### src/rtl/pipeline_ctrl_pkg.sv
// Shared types and constants for the pipeline stall/flush sequencer.
package pipeline_ctrl_pkg;

  // RUN: normal flow; MEM_WAIT: frozen on data memory; DIV_WAIT: EX held on divider.
  typedef enum logic [1:0] {
    RUN      = 2'd0,
    MEM_WAIT = 2'd1,
    DIV_WAIT = 2'd2
  } ctrl_state_e;

  // Default number of stalled cycles before a data-memory request is aborted.
  localparam int DEFAULT_MEM_TIMEOUT = 16;

  // Width of the stall-cycle performance counter.
  localparam int STALL_CNT_W = 32;

endpackage

### src/rtl/pipeline_ctrl_sat_counter.sv
// Saturating up-counter with synchronous clear and synchronous active-low reset.
module sat_counter #(
  parameter int WIDTH = 32
) (
  input  logic             clk,
  input  logic             rstn,
  input  logic             inc,
  input  logic             clr,
  output logic [WIDTH-1:0] count
);

  localparam logic [WIDTH-1:0] MAX_VAL = '1;
  localparam logic [WIDTH-1:0] ONE     = WIDTH'(1);

  logic [WIDTH-1:0] count_q;

  // Clear beats increment; the value parks at all-ones instead of wrapping.
  always_ff @(posedge clk) begin
    if (!rstn) begin
      count_q <= '0;
    end else if (clr) begin
      count_q <= '0;
    end else if (inc && (count_q != MAX_VAL)) begin
      count_q <= count_q + ONE;
    end
  end

  assign count = count_q;

endmodule

### src/rtl/pipeline_ctrl.sv
// Central stall/flush sequencer for the 5-stage core: merges load-use hazards,
// branch redirects, data-memory waits and divider occupancy into per-stage
// register enables, flush/bubble strobes, a timeout pulse and a stall counter.
module pipeline_ctrl
  import pipeline_ctrl_pkg::*;
#(
  parameter int MEM_TIMEOUT = DEFAULT_MEM_TIMEOUT
) (
  input  logic        clk_i,
  input  logic        rstn_i,
  input  logic        lu_hazard_rs1_i,
  input  logic        lu_hazard_rs2_i,
  input  logic        branch_taken_i,
  input  logic        dmem_req_i,
  input  logic        dmem_ack_i,
  input  logic        div_start_i,
  input  logic        div_done_i,
  input  logic        stall_clr_i,
  output logic        if_en_o,
  output logic        id_en_o,
  output logic        ex_en_o,
  output logic        mem_en_o,
  output logic        if_id_flush_o,
  output logic        id_ex_flush_o,
  output logic        ex_mem_flush_o,
  output logic        id_ex_bubble_o,
  output logic        ex_mem_bubble_o,
  output logic        dmem_timeout_o,
  output logic [31:0] stall_cycles_o
);

  localparam int                TCNT_W    = $clog2(MEM_TIMEOUT + 1);
  localparam logic [TCNT_W-1:0] TCNT_ONE  = TCNT_W'(1);
  localparam logic [TCNT_W-1:0] TCNT_LAST = TCNT_W'(MEM_TIMEOUT - 1);

  ctrl_state_e       state;
  ctrl_state_e       state_next;
  logic [TCNT_W-1:0] tcnt;
  logic [TCNT_W-1:0] tcnt_next;
  logic              div_pend;
  logic              div_pend_next;
  logic              mem_stall;
  logic              lu_hazard;
  logic              div_busy;

  assign mem_stall = dmem_req_i && !dmem_ack_i;
  assign lu_hazard = lu_hazard_rs1_i || lu_hazard_rs2_i;
  assign div_busy  = div_start_i && !div_done_i;

  // State, memory-wait timer and the "divide still owed after memory" flag.
  always_ff @(posedge clk_i) begin
    if (!rstn_i) begin
      state    <= RUN;
      tcnt     <= '0;
      div_pend <= 1'b0;
    end else begin
      state    <= state_next;
      tcnt     <= tcnt_next;
      div_pend <= div_pend_next;
    end
  end

  // Same-cycle control decisions: outputs and next state from state plus inputs.
  always_comb begin
    if_en_o         = 1'b1;
    id_en_o         = 1'b1;
    ex_en_o         = 1'b1;
    mem_en_o        = 1'b1;
    if_id_flush_o   = 1'b0;
    id_ex_flush_o   = 1'b0;
    ex_mem_flush_o  = 1'b0;
    id_ex_bubble_o  = 1'b0;
    ex_mem_bubble_o = 1'b0;
    dmem_timeout_o  = 1'b0;
    state_next      = state;
    tcnt_next       = tcnt;
    div_pend_next   = div_pend;

    if (!rstn_i) begin
      if_en_o        = 1'b0;
      id_en_o        = 1'b0;
      ex_en_o        = 1'b0;
      mem_en_o       = 1'b0;
      if_id_flush_o  = 1'b1;
      id_ex_flush_o  = 1'b1;
      ex_mem_flush_o = 1'b1;
      state_next     = RUN;
      tcnt_next      = '0;
      div_pend_next  = 1'b0;
    end else begin
      case (state)
        RUN: begin
          if (mem_stall) begin
            // Whole pipe freezes; a branch in EX stays put and is taken later.
            if_en_o    = 1'b0;
            id_en_o    = 1'b0;
            ex_en_o    = 1'b0;
            mem_en_o   = 1'b0;
            state_next = MEM_WAIT;
            tcnt_next  = TCNT_ONE;
          end else if (branch_taken_i) begin
            // Wrong-path instructions in IF/ID and ID/EX die; load-use is moot.
            if_id_flush_o = 1'b1;
            id_ex_flush_o = 1'b1;
          end else if (div_busy) begin
            if_en_o         = 1'b0;
            id_en_o         = 1'b0;
            ex_en_o         = 1'b0;
            ex_mem_bubble_o = 1'b1;
            state_next      = DIV_WAIT;
          end else if (lu_hazard) begin
            // One bubble is enough: the load reaches MEM and forwards from there.
            if_en_o        = 1'b0;
            id_en_o        = 1'b0;
            id_ex_bubble_o = 1'b1;
          end
        end

        MEM_WAIT: begin
          if (dmem_ack_i) begin
            state_next    = div_pend ? DIV_WAIT : RUN;
            div_pend_next = 1'b0;
            tcnt_next     = '0;
          end else if (tcnt == TCNT_LAST) begin
            // Abort the access and drop everything younger than MEM.
            dmem_timeout_o = 1'b1;
            if_id_flush_o  = 1'b1;
            id_ex_flush_o  = 1'b1;
            ex_mem_flush_o = 1'b1;
            state_next     = RUN;
            div_pend_next  = 1'b0;
            tcnt_next      = '0;
          end else begin
            if_en_o   = 1'b0;
            id_en_o   = 1'b0;
            ex_en_o   = 1'b0;
            mem_en_o  = 1'b0;
            tcnt_next = tcnt + TCNT_ONE;
          end
        end

        DIV_WAIT: begin
          if (mem_stall) begin
            // Remember the divide so it resumes once memory answers.
            if_en_o       = 1'b0;
            id_en_o       = 1'b0;
            ex_en_o       = 1'b0;
            mem_en_o      = 1'b0;
            div_pend_next = 1'b1;
            state_next    = MEM_WAIT;
            tcnt_next     = TCNT_ONE;
          end else if (div_done_i) begin
            state_next = RUN;
          end else begin
            if_en_o         = 1'b0;
            id_en_o         = 1'b0;
            ex_en_o         = 1'b0;
            ex_mem_bubble_o = 1'b1;
          end
        end

        default: begin
          state_next = RUN;
        end
      endcase
    end
  end

  sat_counter #(
    .WIDTH(STALL_CNT_W)
  ) u_stall_cnt (
    .clk   (clk_i),
    .rstn  (rstn_i),
    .inc   (!if_en_o),
    .clr   (stall_clr_i),
    .count (stall_cycles_o)
  );

endmodule

### config.mk
export PLATFORM = sky130hd
export DESIGN_NAME = pipeline_ctrl
export DESIGN_NICKNAME = d
export VERILOG_FILES = /design/src/rtl/pipeline_ctrl_pkg.sv /design/src/rtl/pipeline_ctrl_sat_counter.sv /design/src/rtl/pipeline_ctrl.sv
export SDC_FILE = /design/constraint.sdc
export NUM_CORES = 1
export LEC_CHECK = 0
export CORE_MARGIN = 2
export CORE_UTILIZATION = 35
export CTS_BUF_LIST = sky130_fd_sc_hd__clkbuf_16
export DETAILED_ROUTE_END_ITERATION = 10
export GPL_ROUTABILITY_DRIVEN = 0
export SYNTH_ARGS = -nofsm -noshare
export SYNTH_HDL_FRONTEND = slang
export SYNTH_SLANG_ARGS = --single-unit
### constraint.sdc
create_clock -name clk_i -period 3.1 [get_ports clk_i]
set_input_delay 0.465 -clock clk_i [delete_from_list [all_inputs] [get_ports clk_i]]
set_output_delay 0.465 -clock clk_i [all_outputs]
set_load 0.01 [all_outputs]
==> results.cfg <==
[status]
outcome = completed

[synth]
synth_top_family_by_area = simple AND/OR/NAND/NOR gates
synth_edf_count = 0
yosysMostFrequentCell = dfxtp_1
syn_nets = 292
synth-simple-area-share_pct = 36.2
synthTopCellsByArea = dfxtp_1, a21oi_1, or4_1
synthDistinctLibCells = 46
ys_async_sr_fraction_pct = 0
yosysWarnings = 0
synth_area_leader_cell = dfxtp_1
synth_compound_area_share_pct = 20.6
synthFlopType = dfxtp_1
synth_area_sq_mm = 0.00226
synthTopCellsByCount = dfxtp_1, a21oi_1, nand2_1
syn_inst = 280
synth-seq-cells = 40
synth_xor_area_share_pct = 0
yosysTopAreaCellShare_pct = 35.4
muxShareOfSynthArea_pct = 1.77
syn_area_per_cell_sq_um = 8.09
ys_seq_area_share_pct = 35.4
synth_fa_ha_area_share_pct = 1.10

[die]
die_h_um = 84.4
die_area_sq_mm = 0.00713
core_sq_mm = 0.00631
rows = 29
start_util_pct = 35.9
boundaryPins = 52
die_x_um = 84.4

[route]
antenna_left = 0
route.detailed.drc = 0
finalWirelength_um = 5990
first_pass_iters = 4
drt_iter0_markers = 90
drt-vias-per-instance = 5.57
wire_per_inst_um = 14.6
vias = 2283

[finish]
instances_no_fill = 410
fill_cells = 642
drive_gt1_share_pct = 7.51
seq_area_sq_um = 801
num-nets-final = 345
synthToLayoutAreaGrowth_pct = 35.0
num_antenna_cells = 0
multi_input_area_sq_mm = 0.00137

[worst_setup_path]
cp_cell_sequence = clkdlybuf4s50_1 -> nor2b_4 -> or4b_1 -> o2111ai_1 -> buf_4 -> o21a_1 -> clkdlybuf4s50_1
critPathMaxFanout = 6
crit_type = primary input to output port
slowest_delay_ns = 0.53
cp-start-kind = primary input
critPathArrivalTime_ns = 2.54
cp_common_cell = clkdlybuf4s50_1
cp_slowest_cell = clkdlybuf4s50_1
endpoint_kind = output port
required_ns = 2.63

[clocking]
cts_buffers = 5
clock-sinks = 40
clkLatencyLatePin_ns = 0.28
htree_num_levels = 2
clkSlewWorstSetupHoldPaths_ns = 0.05
tritoncts = built
ctsRootBufferMaster = clkbuf_16
cts_buffer_depth = 2

[timing]
fin_crit_sh_pct = 97.0
relSlewSlack_pct = 65.2
clock_skew_ns = 0.00584
rsz0062_at_grt = false
tightest_slew_ns = 0.521
layout_min_cycle_time_ns = 3.01
tns_ns = 0
hold_viol = 0
slew_violations = 0
fmax_mhz = 333
setup_viol = 0

[grt]
grt_overflow_total = 0
grt_start_max_net_pins = 52
grt_usage_pct = 17.1
grt_pass1_wl_um = 10100
antenna_found_initial = 0
grt_pass1_vias = 2090

[power_and_ir_drop]
leakagePower_nw = 1.03
max-vdd-ir-drop_mv = 0.254
p_per_area_mw_per_mm2 = 438

[placed_design]
dp_cells = 401
dpl.hpwl_um = 4160
io_buffer_count = 51

[min_path]
hp-class = flip-flop to flip-flop

[flow_run]
cap_violations = 0
==> cell families after synthesis <==
| group | count (synthesis) |
|---|---|
| buffers and inverters | 19 |
| and+or+nand+nor | 140 |
| AOI/OAI and AO/OA | 75 |
| muxes | 4 |
| adders and majority gates | 2 |
| DFF | 40 |
==> final timing paths <==
kind,endpoint,startpoint,slack (ns),depth (start not counted)
hold reg to reg,tcnt[4],tcnt[4],0.46,1
hold / removal,tcnt[4],tcnt[4],0.46,1
setup reg to reg,u_stall_cnt.count[12],tcnt[0],0.56,10
setup / recovery,ex_en_o,dmem_ack_i,0.09,7
==> critical path: cells and delay by family <==
kind / cells / cell delay [ns]
AO/OA/AOI/OAI: 2 / 0.27
AND/OR/NAND/NOR: 2 / 0.58
buffers and inverters: 3 / 1.23
==> through the flow <==
| step | hold WS (ns) | utilization, % | area (sq um) | worst slack [ns] | power, mW |
|---|---|---|---|---|---|
| global route | 0.489 | 48.4 | 3060 | 0.00669 | 1.38 |
| floorplan | 0.441 | - | 2260 | 0.812 | 0.633 |
| finish | 0.458 | 48.4 | 3060 | 0.0925 | 1.34 |
| detailed placement | 0.454 | 44.9 | 2840 | 0.0380 | 0.685 |
| CTS | 0.462 | 47.9 | 3020 | 0.0348 | 1.34 |
| global placement | 0.457 | 44.9 | 2840 | 0.0453 | 0.685 |
==> power breakdown <==
part / internal [mW] / leakage [nW] / switching [mW] / total [mW]
combinational: 0.0717 / 0.617 / 0.0793 / 0.151
sequential: 0.521 / 0.323 / 0.0114 / 0.532
clock: 0.456 / 0.0899 / 0.200 / 0.657
==> cells in the final DEF, fill, tap and decap left out, drive strengths merged, types with 13 or more instances in the layout <==
master / count
clkdlybuf4s50: 50
nand2: 25
nand3: 16
dfxtp: 40
nand4: 13
nor2: 13
o21ai: 19
or3: 15
or4: 15
a21oi: 27
==> metal layers <==
metal  vias up  part of all wire [%]  global-route usage, %
li1       1171                     -                      -
met1      1054                    48                   22.2
met2        52                    46                   27.9
met3         6                   4.9                   4.42
met4         0                   1.2                   5.63
met5         -                     0                      0
==> final cells by class <==
class / count / area share, %
Multi-Input combinational cell: 221 / 44.8
Sequential cell: 40 / 26.2
Timing Repair Buffer: 62 / 19.5
Clock buffer: 5 / 4.09
Tap cell: 77 / 3.15
Clock inverter: 2 / 1.96
Inverter: 3 / 0.368
==> what timing repair did <==
| action | in CTS | in global routing |
|---|---|---|
| endpoints found under the hold margin | 0 | 0 |
| setup buffers | 0 | 2 |
| resized for setup | 0 | 3 |
| setup endpoints to repair | 0 | 2 |
| hold buffers | 0 | 0 |
==> registers in the layout (all words and copies together) (netlist names) <==
register / flops
u_stall_cnt.count: 32
tcnt: 5
div_pend: 1
state: 2
Note: power is estimated with default switching activity, not from simulation.
